### src/rtl/pwm_meas_pkg.sv
// Shared types and constants for the PWM measurement block.
package pwm_meas_pkg;

    typedef enum logic [1:0] {
        IDLE,
        HIGH,
        LOW
    } pwm_meas_state_e;

    localparam int DUTY_W = 7;
    localparam int PCT    = 100;

    // Bits needed to count down from n-1 to 0.
    function automatic int cnt_w(input int n);
        return (n < 2) ? 1 : $clog2(n);
    endfunction

endpackage

### src/rtl/pwm_meas_if.sv
// Control inputs and measurement results of pwm_meas, bundled for the peripheral bus.
interface pwm_meas_if #(
    parameter int W = 16
) ();
    import pwm_meas_pkg::*;

    logic              en_i;
    logic              clr_i;
    logic              pwm_i;
    logic [W-1:0]      period_o;
    logic [W-1:0]      high_o;
    logic [DUTY_W-1:0] duty_o;
    logic              valid_o;
    logic              busy_o;
    logic              ovf_o;

    modport master (
        output en_i, clr_i, pwm_i,
        input  period_o, high_o, duty_o, valid_o, busy_o, ovf_o
    );

    modport slave (
        input  en_i, clr_i, pwm_i,
        output period_o, high_o, duty_o, valid_o, busy_o, ovf_o
    );

endinterface

### src/rtl/pwm_meas_seq_div.sv
// Restoring sequential divider: one quotient bit per cycle, NW cycles per run.
module seq_div
    import pwm_meas_pkg::*;
#(
    parameter int NW = 23,
    parameter int DW = 16,
    parameter int QW = NW
) (
    input  logic          clk_i,
    input  logic          rst_ni,
    input  logic          clr_i,
    input  logic          start_i,
    input  logic [NW-1:0] num_i,
    input  logic [DW-1:0] den_i,
    output logic          busy_o,
    output logic          done_o,
    output logic [QW-1:0] quot_o
);

    localparam int CW = cnt_w(NW);

    logic [NW-1:0] num_q, num_d;
    logic [DW-1:0] den_q, den_d;
    logic [DW-1:0] rem_q, rem_d;
    logic [CW-1:0] cnt_q, cnt_d;
    logic          busy_q, busy_d;

    logic [DW:0]   rem_sh;
    logic [DW:0]   rem_sub;
    logic          ge;

    always_comb begin
        rem_sh  = {rem_q, num_q[NW-1]};
        rem_sub = rem_sh - {1'b0, den_q};
        ge      = (rem_sh >= {1'b0, den_q});

        num_d  = num_q;
        den_d  = den_q;
        rem_d  = rem_q;
        cnt_d  = cnt_q;
        busy_d = busy_q;

        if (clr_i) begin
            num_d  = '0;
            den_d  = '0;
            rem_d  = '0;
            cnt_d  = '0;
            busy_d = 1'b0;
        end else if (start_i && !busy_q) begin
            num_d  = num_i;
            den_d  = den_i;
            rem_d  = '0;
            cnt_d  = CW'(NW - 1);
            busy_d = 1'b1;
        end else if (busy_q) begin
            // Quotient bits shift into the numerator register as it empties.
            num_d = {num_q[NW-2:0], ge};
            rem_d = ge ? rem_sub[DW-1:0] : rem_sh[DW-1:0];
            cnt_d = cnt_q - CW'(1);
            if (cnt_q == '0) begin
                busy_d = 1'b0;
            end
        end
    end

    always_ff @(posedge clk_i or negedge rst_ni) begin
        if (!rst_ni) begin
            num_q  <= '0;
            den_q  <= '0;
            rem_q  <= '0;
            cnt_q  <= '0;
            busy_q <= 1'b0;
        end else begin
            num_q  <= num_d;
            den_q  <= den_d;
            rem_q  <= rem_d;
            cnt_q  <= cnt_d;
            busy_q <= busy_d;
        end
    end

    // done_o marks the final step; quot_o is the completed quotient in that cycle.
    assign done_o = busy_q && (cnt_q == '0) && !clr_i;
    assign quot_o = QW'({num_q[NW-2:0], ge});
    assign busy_o = busy_q;

endmodule

### src/rtl/pwm_meas.sv
// Measures period and high time of an asynchronous PWM input and reports the
// rounded duty percentage through a sequential divider.
//
//   state | meaning
//   IDLE  | disabled, timed out or cleared; waiting for a rising edge
//   HIGH  | counting high time (period counter also runs)
//   LOW   | counting low time; next rise completes a measurement
module pwm_meas
    import pwm_meas_pkg::*;
#(
    parameter int W = 16
) (
    input logic       clk_i,
    input logic       rst_ni,
    pwm_meas_if.slave bus
);

    localparam int           NW    = W + DUTY_W;
    localparam logic [W-1:0] P_MAX = '1;

    logic pwm_meta_q, pwm_meta_d;
    logic pwm_s_q, pwm_s_d;
    logic pwm_dly_q, pwm_dly_d;
    logic rise, fall;

    pwm_meas_state_e   state_q, state_d;
    logic [W-1:0]      p_cnt_q, p_cnt_d;
    logic [W-1:0]      h_cnt_q, h_cnt_d;
    logic [W-1:0]      p_sh_q, p_sh_d;
    logic [W-1:0]      h_sh_q, h_sh_d;
    logic [W-1:0]      period_q, period_d;
    logic [W-1:0]      high_q, high_d;
    logic [DUTY_W-1:0] duty_q, duty_d;
    logic              valid_q, valid_d;
    logic              ovf_q, ovf_d;

    logic              start_div;
    logic [NW-1:0]     num_w;
    logic              div_busy;
    logic              div_done;
    logic [DUTY_W-1:0] div_quot;

    always_comb begin
        pwm_meta_d = bus.pwm_i;
        pwm_s_d    = pwm_meta_q;
        pwm_dly_d  = pwm_s_q;
        rise       = pwm_s_q & ~pwm_dly_q;
        fall       = ~pwm_s_q & pwm_dly_q;
        // Adding half the period before dividing rounds to nearest percent.
        num_w      = NW'(h_cnt_q) * NW'(PCT) + NW'(p_cnt_q >> 1);
    end

    always_comb begin
        state_d   = state_q;
        p_cnt_d   = p_cnt_q;
        h_cnt_d   = h_cnt_q;
        p_sh_d    = p_sh_q;
        h_sh_d    = h_sh_q;
        period_d  = period_q;
        high_d    = high_q;
        duty_d    = duty_q;
        valid_d   = 1'b0;
        ovf_d     = ovf_q;
        start_div = 1'b0;

        if (bus.clr_i) begin
            state_d  = IDLE;
            p_cnt_d  = '0;
            h_cnt_d  = '0;
            p_sh_d   = '0;
            h_sh_d   = '0;
            period_d = '0;
            high_d   = '0;
            duty_d   = '0;
            ovf_d    = 1'b0;
        end else begin
            if (div_done) begin
                period_d = p_sh_q;
                high_d   = h_sh_q;
                duty_d   = div_quot;
                valid_d  = 1'b1;
            end

            if (!bus.en_i) begin
                state_d = IDLE;
                p_cnt_d = '0;
                h_cnt_d = '0;
            end else begin
                case (state_q)
                    IDLE: begin
                        if (rise) begin
                            state_d = HIGH;
                            p_cnt_d = W'(1);
                            h_cnt_d = W'(1);
                        end
                    end
                    HIGH: begin
                        if (p_cnt_q == P_MAX) begin
                            state_d = IDLE;
                            ovf_d   = 1'b1;
                            p_cnt_d = '0;
                            h_cnt_d = '0;
                        end else if (fall) begin
                            state_d = LOW;
                            p_cnt_d = p_cnt_q + W'(1);
                        end else begin
                            p_cnt_d = p_cnt_q + W'(1);
                            h_cnt_d = h_cnt_q + W'(1);
                        end
                    end
                    LOW: begin
                        if (rise) begin
                            state_d = HIGH;
                            p_cnt_d = W'(1);
                            h_cnt_d = W'(1);
                            // A result still dividing wins; this period is dropped.
                            if (!div_busy) begin
                                start_div = 1'b1;
                                p_sh_d    = p_cnt_q;
                                h_sh_d    = h_cnt_q;
                            end
                        end else if (p_cnt_q == P_MAX) begin
                            state_d = IDLE;
                            ovf_d   = 1'b1;
                            p_cnt_d = '0;
                            h_cnt_d = '0;
                        end else begin
                            p_cnt_d = p_cnt_q + W'(1);
                        end
                    end
                    default: state_d = IDLE;
                endcase
            end
        end
    end

    always_ff @(posedge clk_i or negedge rst_ni) begin
        if (!rst_ni) begin
            pwm_meta_q <= 1'b0;
            pwm_s_q    <= 1'b0;
            pwm_dly_q  <= 1'b0;
            state_q    <= IDLE;
            p_cnt_q    <= '0;
            h_cnt_q    <= '0;
            p_sh_q     <= '0;
            h_sh_q     <= '0;
            period_q   <= '0;
            high_q     <= '0;
            duty_q     <= '0;
            valid_q    <= 1'b0;
            ovf_q      <= 1'b0;
        end else begin
            pwm_meta_q <= pwm_meta_d;
            pwm_s_q    <= pwm_s_d;
            pwm_dly_q  <= pwm_dly_d;
            state_q    <= state_d;
            p_cnt_q    <= p_cnt_d;
            h_cnt_q    <= h_cnt_d;
            p_sh_q     <= p_sh_d;
            h_sh_q     <= h_sh_d;
            period_q   <= period_d;
            high_q     <= high_d;
            duty_q     <= duty_d;
            valid_q    <= valid_d;
            ovf_q      <= ovf_d;
        end
    end

    seq_div #(
        .NW (NW),
        .DW (W),
        .QW (DUTY_W)
    ) u_div (
        .clk_i   (clk_i),
        .rst_ni  (rst_ni),
        .clr_i   (bus.clr_i),
        .start_i (start_div),
        .num_i   (num_w),
        .den_i   (p_cnt_q),
        .busy_o  (div_busy),
        .done_o  (div_done),
        .quot_o  (div_quot)
    );

    assign bus.period_o = period_q;
    assign bus.high_o   = high_q;
    assign bus.duty_o   = duty_q;
    assign bus.valid_o  = valid_q;
    assign bus.busy_o   = div_busy;
    assign bus.ovf_o    = ovf_q;

endmodule

### src/flat_wrapper.sv
// flat-port wrapper written by rule: the top's interface ports become plain ports
module pwm_meas_flat import pwm_meas_pkg::*;
#(
    parameter int W = 16
)
  (clk_i, rst_ni, bus_en_i, bus_clr_i, bus_pwm_i, bus_period_o, bus_high_o, bus_duty_o, bus_valid_o, bus_busy_o, bus_ovf_o);
  pwm_meas_if #(.W(W)) bus_i ();
  input logic clk_i;
  input logic rst_ni;
  input wire logic [$bits(bus_i.en_i)-1:0] bus_en_i;
  input wire logic [$bits(bus_i.clr_i)-1:0] bus_clr_i;
  input wire logic [$bits(bus_i.pwm_i)-1:0] bus_pwm_i;
  output wire logic [$bits(bus_i.period_o)-1:0] bus_period_o;
  output wire logic [$bits(bus_i.high_o)-1:0] bus_high_o;
  output wire logic [$bits(bus_i.duty_o)-1:0] bus_duty_o;
  output wire logic [$bits(bus_i.valid_o)-1:0] bus_valid_o;
  output wire logic [$bits(bus_i.busy_o)-1:0] bus_busy_o;
  output wire logic [$bits(bus_i.ovf_o)-1:0] bus_ovf_o;
  assign bus_i.en_i = bus_en_i;
  assign bus_i.clr_i = bus_clr_i;
  assign bus_i.pwm_i = bus_pwm_i;
  assign bus_period_o = bus_i.period_o;
  assign bus_high_o = bus_i.high_o;
  assign bus_duty_o = bus_i.duty_o;
  assign bus_valid_o = bus_i.valid_o;
  assign bus_busy_o = bus_i.busy_o;
  assign bus_ovf_o = bus_i.ovf_o;
  pwm_meas #(.W(W)) u_core (.clk_i(clk_i), .rst_ni(rst_ni), .bus(bus_i));
endmodule
### config.mk
export PLATFORM = sky130hd
export DESIGN_NAME = pwm_meas_flat
export DESIGN_NICKNAME = d
export VERILOG_FILES = /design/src/rtl/pwm_meas_pkg.sv /design/src/rtl/pwm_meas_if.sv /design/src/rtl/pwm_meas_seq_div.sv /design/src/rtl/pwm_meas.sv /design/src/flat_wrapper.sv
export SDC_FILE = /design/constraint.sdc
export NUM_CORES = 1
export LEC_CHECK = 0
export BUFFER_PORTS_ARGS = -buffer_cell sky130_fd_sc_hd__buf_2
export CAP_MARGIN = 10
export CORE_MARGIN = 8
export CORE_UTILIZATION = 55
export DETAILED_ROUTE_END_ITERATION = 8
export HOLD_SLACK_MARGIN = 0.08
export PLACE_DENSITY = 0.72
export SYNTH_ARGS = -nofsm -noshare
export SYNTH_HDL_FRONTEND = slang
export SYNTH_SLANG_ARGS = --single-unit
### constraint.sdc
create_clock -name clk_i -period 9.96 [get_ports clk_i]
set_clock_uncertainty 0.15 [all_clocks]
set_input_delay 0.996 -clock clk_i [delete_from_list [all_inputs] [get_ports clk_i]]
set_output_delay 0.996 -clock clk_i [all_outputs]
set_load 0.01 [all_outputs]
==> impl_results.md, run 1 <==
* Layout cells sized above 1 at 8.46%
* Share of the synthesized area in the top cell type at 40.4%
* Starting Density at 56.3%
* Worst Setup End Kind: register
* Port bufs at 46
* Inst Count DP at 1,505
* Initial antenna violation count at 0
* Clk sink count at 171
* DR WL/cell at 15.6 um
* Setup TNS at 0 ns
* Grt total ovfl at 0
* Final hold slack at 0.206 ns
* Synth area leaders: dfrtp_1, ha_1, nand2_1, a21oi_1, nor2_1
* Yosys warns at 0
* Setup Buffers After CTS at 0
* Hold_buf cts at 0
* Sw Share at 26.9%
* Area Overhead vs Synth at 10.1%
* Worst path depth at 17
* Async SR Flop Fraction at 100%
* Post-synthesis sequential area ratio at 40.4%
* First drt pass iteration count at 5
* HP Class: register to register
* Syn Nets at 1,353
* Antenna Cells at 0
* Largest net degree at the start of global routing at 104
* Die ar. at 24,000 um^2
* Die width at 155 um
* WP data arrival at 5.11 ns
* Fillers at 1,601
* Synth Instances at 1,244
* Design area at 11,700 um^2
* Pwr per Cell Area at 124 nW/um^2
* Root Buffer: clkbuf_16
* Max Fclk at 203 MHz
* Reg power frac at 48.4%
* Dominant synthesized flop cell: dfrtp_1
* Synthesized flop and latch total at 171
* CTS tree: done
* Tcrit/Tclk final at 49.4%
* Core Area at 18,800 um^2
* Worst R2R Path Depth at 17
* Yosys top cell by area: dfrtp_1
* Post-DP Area at 11,000 um^2
* Mapped cell area at 10,600 um^2
* Vias in the first global route at 7,951
* LEAKAGE at 0.00547 uW
* Buf+Inv Stages, Crit Path at 2
* GRT Overall Usage at 20.4%
* Antenna viol nets, final at 0
* Post-cts sizing count at 0
* CTS H-tree lvls at 4
* Switching pwr at 390 uW
* Internal power at 1060 uW
* Via density at 5.55
* Multi-input combinational cell area at 5820 um^2
* Final WL at 23.9 mm
* Hold Path Cell Cnt at 0
* RSZ-0062 raised after global routing: no
* Most common cell in the synthesized netlist: nand2_1
* Clock share of power at 47.8%
* CP most frequent cell: ha_1
* Io pins at 47
* Outcome: completed
* Synth unique cells at 62
* Slowest library cell on the worst path: or4b_4
* Core Rows at 50
* Period minus WS final at 4.92 ns
* VDD IR max at 0.118 mV
* Hpwl dp at 16.9 mm
* Combinational power share at 3.8%
* Final hold viol count at 0
* Critical setup path kind: register to register
* Clock latency on the worst-skew pair at 0.44 ns
* 1st-iter DRT viols at 583
* DRC viols at 0
* Routability Congestion at 0.894
* CP required at 10.14 ns
* Via Count at 8,529
* Critical Path Fanout Max at 6
* CP cell instances: ha_1 -> ha_1 -> inv_1 -> fa_1 -> inv_1 -> ha_1 -> and3_1 -> a2111oi_4 -> a21oi_4 -> xor2_1 -> ha_1 -> nor2b_1 -> nor3_1 -> o21ai_0 -> or4b_4 -> o31a_1 -> a221oi_2
* Nets at 1,373
* Final Setup Violations at 0
* Slew headroom at 26.0%
* Max Cap Viol at 0
* Total CTS buffers at 17
* Clock Pin Slew Worst Setup and Hold Paths at 0.08 ns
* Fin. max-slew vios at 0
* Register Area at 4280 um^2
* CP max stage delay at 0.51 ns
* Final non-filler cell total at 1,537
* Syn avg cell area at 8.52 um^2
* Startpoint types: register
* Worst-case clock buffer depth at 2
* Worst-Margin Slew at 1.11 ns
* Cell family with most CP delay: adder cells
* Die H at 155 um
* Post-synth EDFFs at 0
* Synth top cells by count: nand2_1, dfrtp_1, a21oi_1, nor2_1, ha_1
* First-pass GRT wire length at 40.0 mm
==> routing by layer <==
layer | global-route usage [%] | part of all wire, % | vias to the layer above
met5 | 0 | 0 | -
li1 | - | - | 4268
met4 | 5.69 | 1.3 | 0
met3 | 2.95 | 4.2 | 20
met1 | 28.2 | 47 | 4089
met2 | 32.9 | 48 | 152
==> kinds of logic after synthesis <==
| group | count (synthesis) | synth area share, % |
|---|---|---|
| DFF | 171 | 40.4 |
| AOI/OAI and AO/OA | 314 | 17.2 |
| muxes | 9 | 0.873 |
| and+or+nand+nor | 455 | 18.9 |
| adders and majority gates | 104 | 13.2 |
| buffers and inverters | 138 | 4.92 |
| xor gates and xnor gates | 53 | 4.52 |
==> area by class of cell <==
| type | count | share of cell area (%) |
|---|---|---|
| Timing Repair Buffer | 54 | 2.56 |
| Clock buffer | 17 | 3.65 |
| Tap cell | 260 | 2.79 |
| Multi-Input combinational cell | 935 | 49.8 |
| Inverter | 85 | 2.73 |
| Clock inverter | 15 | 1.75 |
| Sequential cell | 171 | 36.7 |
==> placed cells by master, fill, tap and decap left out, types with 9 or more instances in the layout <==
cell type	count
a21o_1	14
xnor2_1	28
ha_1	91
o21ai_1	28
fa_1	13
xor2_1	23
nand3_1	20
clkbuf_16	17
a211oi_1	9
nor2b_1	10
o21ai_0	45
nor2_1	91
inv_1	85
nand2b_1	19
dfrtp_1	170
nor3_1	18
a21oi_1	162
buf_2	44
nand2_1	240
buf_4	9
nand4_1	10
==> power groups by stage <==
stage                     Clock, uW  Sequential [uW]  Combinational [uW]
after floorplan                   0              713                30.8
after global placement            0              715                55.6
after detailed placement          0              715                55.7
after CTS                       700              701                55.7
after global routing            726              702                62.3
final                           692              701                54.8
==> flip-flops by register name, summed over array words and instances, names as in the netlist, 7 cells and up <==
| signal | flops |
|---|---|
| u_core.u_div.num_q | 23 |
| u_core.bus.high_o | 16 |
| u_core.bus.period_o | 16 |
| u_core.h_cnt_q | 16 |
| u_core.h_sh_q | 16 |
| u_core.p_cnt_q | 16 |
| u_core.p_sh_q | 16 |
| u_core.u_div.den_q | 16 |
| u_core.u_div.rem_q | 16 |
| u_core.bus.duty_o | 7 |
==> worst paths after layout <==
path	start	endpoint	slack, ns
min reg2reg	u_core.pwm_meta_q$_DFF_PN0_	u_core.pwm_dly_d$_DFF_PN0_	0.21
min in group asynchronous	rst_ni	u_core.u_div.rem_q[12]$_DFFE_PN0P_	0.45
max in group asynchronous	rst_ni	u_core.u_div.busy_o$_DFF_PN0_	7.75
min	u_core.pwm_meta_q$_DFF_PN0_	u_core.pwm_dly_d$_DFF_PN0_	0.21
max reg2reg	u_core.h_cnt_q[3]$_DFFE_PN0P_	u_core.u_div.num_q[21]$_DFFE_PN0P_	5.04
max	u_core.h_cnt_q[3]$_DFFE_PN0P_	u_core.u_div.num_q[21]$_DFFE_PN0P_	5.04
==> stage by stage <==
step | util [%] | worst slack [ns] | power (uW)
floorplan | - | 5.36 | 744
global placement | 58.6 | 5.18 | 770
detailed placement | 58.6 | 5.10 | 771
CTS | 62.0 | 5.05 | 1460
global route | 62.0 | 4.80 | 1490
finish | 62.0 | 5.04 | 1450
(Power assumes the default switching activity.)
==> inputs of run 2 (changes only) <==
Settings changed: PLACE_DENSITY 0.72 to 0.75.
Clock period 9.96 ns to 4.11 ns, I/O delays scaled along.
==> impl_results.md, run 2 (synthesized netlist as in run 1, its figures left out) <==
* LEAKAGE at 0.00587 uW (+7.4%)
* Root Buffer: clkbuf_16
* CTS tree: done
* Routability Congestion at 0.882 (-1.4%)
* Critical setup path kind: register to register
* Final hold viol count at 0 (unchanged)
* Pwr per Cell Area at 294 nW/um^2 (+140%)
* CP cell instances: ha_1 -> ha_1 -> fa_1 -> ha_4 -> buf_4 -> nand2b_1 -> nand2b_1 -> a21oi_1 -> xnor2_1 -> ha_1 -> a21o_1 -> a21o_1 -> o311ai_4 -> o21ai_1 -> or4b_4 -> o31a_1 -> a221oi_2
* Fin. max-slew vios at 0 (unchanged)
* Cell family with most CP delay: adder cells
* Worst Setup Slack, final at -0.457 ns (-5.49 ns)
* Via density at 5.67 (+2.2%)
* CTS H-tree lvls at 4 (unchanged)
* CP required at 4.31 ns (-5.83 ns)
* WP data arrival at 4.77 ns (-0.34 ns)
* Max Fclk at 219 MHz (+7.8%)
* Commonest non-fill, non-tap cell in the layout: nand2_1
* Io pins at 47 (unchanged)
* Largest net degree at the start of global routing at 98 (-5.8%)
* Total CTS buffers at 17 (unchanged)
* Starting Density at 56.3% (unchanged)
* Failing checks: setup timing
* Clock latency on the worst-skew pair at 0.44 ns (about the same)
* CP max stage delay at 0.53 ns (+0.02 ns)
* DR WL/cell at 16.5 um (+5.9%)
* First-pass GRT wire length at 42.5 mm (+6.1%)
* HP Class: register to register
* Clk sink count at 171 (unchanged)
* Final Util at 66.9% (+5.0 points)
* Area Overhead vs Synth at 18.9%
* Antenna Cells at 0 (unchanged)
* Number of flip-flops in the largest register at 23 (unchanged)
* Hpwl dp at 18.1 mm (+7.2%)
* WL met3 at 1.40 mm (+38%)
* Clock Pin Slew Worst Setup and Hold Paths at 0.07 ns (about the same)
* 1st-iter DRT viols at 660 (+13%)
* Tcrit/Tclk final at 111% (+62 points)
* Commonest non-fill, non-tap cells in the layout: nand2_1, dfrtp_1, a21oi_1
* CP most frequent cell: ha_1
* Design area at 12,600 um^2 (+8.0%)
* Die width at 155 um (unchanged)
* Worst Setup End Kind: register
* Via Count at 9,121 (+6.9%)
* Die ar. at 24,000 um^2 (unchanged)
* Die H at 155 um (unchanged)
* Slew headroom at 31.9% (+5.9 points)
* DRC viols at 0 (unchanged)
* M1 WL at 11.5 mm (+2.2%)
* Nets at 1,445 (+5.2%)
* Port bufs at 46 (unchanged)
* Period minus WS final at 4.57 ns (-0.357 ns)
* Startpoint types: register
* First drt pass iteration count at 6 (+1)
* Layout cells sized above 1 at 16.1% (+7.6 points)
* VDD IR max at 0.222 mV (+88%)
* Buf+Inv Stages, Crit Path at 1 (-1)
* Core Rows at 50 (unchanged)
* Worst-case clock buffer depth at 2 (unchanged)
* Core Area at 18,800 um^2 (unchanged)
* Vias in the first global route at 8,679 (+9.2%)
* Slowest library cell on the worst path: or4b_4
* WL met2 at 13.1 mm (+15%)
* Grt total ovfl at 0 (unchanged)
* Final WL at 26.5 mm (+11%)
* Max Cap Viol at 0 (unchanged)
* Initial antenna violation count at 0 (unchanged)
* Fillers at 1,473 (-8.0%)
* Inst Count DP at 1,568 (+4.2%)
* Worst-Margin Slew at 1.02 ns (-0.0879 ns)
* Uppermost routed layer: met4
* GRT Overall Usage at 21.8% (+1.3 points)
* Setup TNS at -3.29 ns (-3.29 ns)
* Final Setup Violations at 11 (+11)
* Outcome: finished with violations
* Largest Register: u_core.u_div.num_q
* Critical Path Fanout Max at 4 (-2)
* RSZ-0062 raised after global routing: yes
* Final non-filler cell total at 1,609 (+4.7%)
* Antenna viol nets, final at 0 (unchanged)
* Post-DP Area at 11,600 um^2 (+4.8%)
-- run 2: cell types whose count changed in the layout (fill, tap and decap cells not counted), sizes merged --
cell         delta
buf            +70
inv             -2
clkinvlp        +1
clkinv          -6
dlygate4sd3     +2
clkbuf          +2
bufinv          +5
-- run 2: metal layers --
metal,up-vias,global-route usage (%)
li1,4402,-
met1,4435,28.0
met2,236,36.6
met3,48,3.85
met4,0,7.05
met5,-,0
-- run 2: worst paths after layout --
check	from	to	slack, ns	cells after the start
setup / recovery	u_core.h_cnt_q[2]$_DFFE_PN0P_	u_core.u_div.num_q[21]$_DFFE_PN0P_	-0.46	17
hold / removal	u_core.pwm_meta_q$_DFF_PN0_	u_core.pwm_dly_d$_DFF_PN0_	0.20	0
setup reg to reg	u_core.h_cnt_q[2]$_DFFE_PN0P_	u_core.u_div.num_q[21]$_DFFE_PN0P_	-0.46	17
hold reg to reg	u_core.pwm_meta_q$_DFF_PN0_	u_core.pwm_dly_d$_DFF_PN0_	0.20	0
max in group asynchronous	rst_ni	u_core.bus.high_o[6]$_DFFE_PN0P_	2.47	3
min in group asynchronous	rst_ni	u_core.u_div.rem_q[10]$_DFFE_PN0P_	0.40	2
-- run 2: repair_timing --
item	CTS	global route
pin swaps	23	23
hold buffers	2	0
endpoints found under the hold margin	75	0
buffers inserted	3	5
resized for setup	20	28
setup endpoints to repair	10	12
-- run 2: area by class of cell --
class / instances / area, um^2 / area share [%]
multi-input cells: 935 / 6140 / 48.7
flip-flops and latches: 171 / 4280 / 33.9
repair buffers: 126 / 868 / 6.89
clock buffers: 19 / 453 / 3.59
well taps: 260 / 325 / 2.58
inverters: 85 / 319 / 2.53
clock inverters: 13 / 224 / 1.78
-- run 2: stage by stage --
stage | total power, uW | hold WS [ns] | worst slack [ns]
2_1_floorplan | 1800 | -0.0346 | -0.294
3_3_place_gp | 1870 | 0.184 | -0.296
3_5_place_dp | 1870 | 0.186 | -0.408
4_1_cts | 3720 | 0.194 | -0.363
5_1_grt | 3800 | 0.221 | -0.670
6_report | 3710 | 0.205 | -0.457
-- run 2: power breakdown --
group	internal, uW	switching, uW	total, uW
logic	37.8	110	148
registers	1690	7.41	1700
clock network	1130	731	1860
total	2860	849	3710
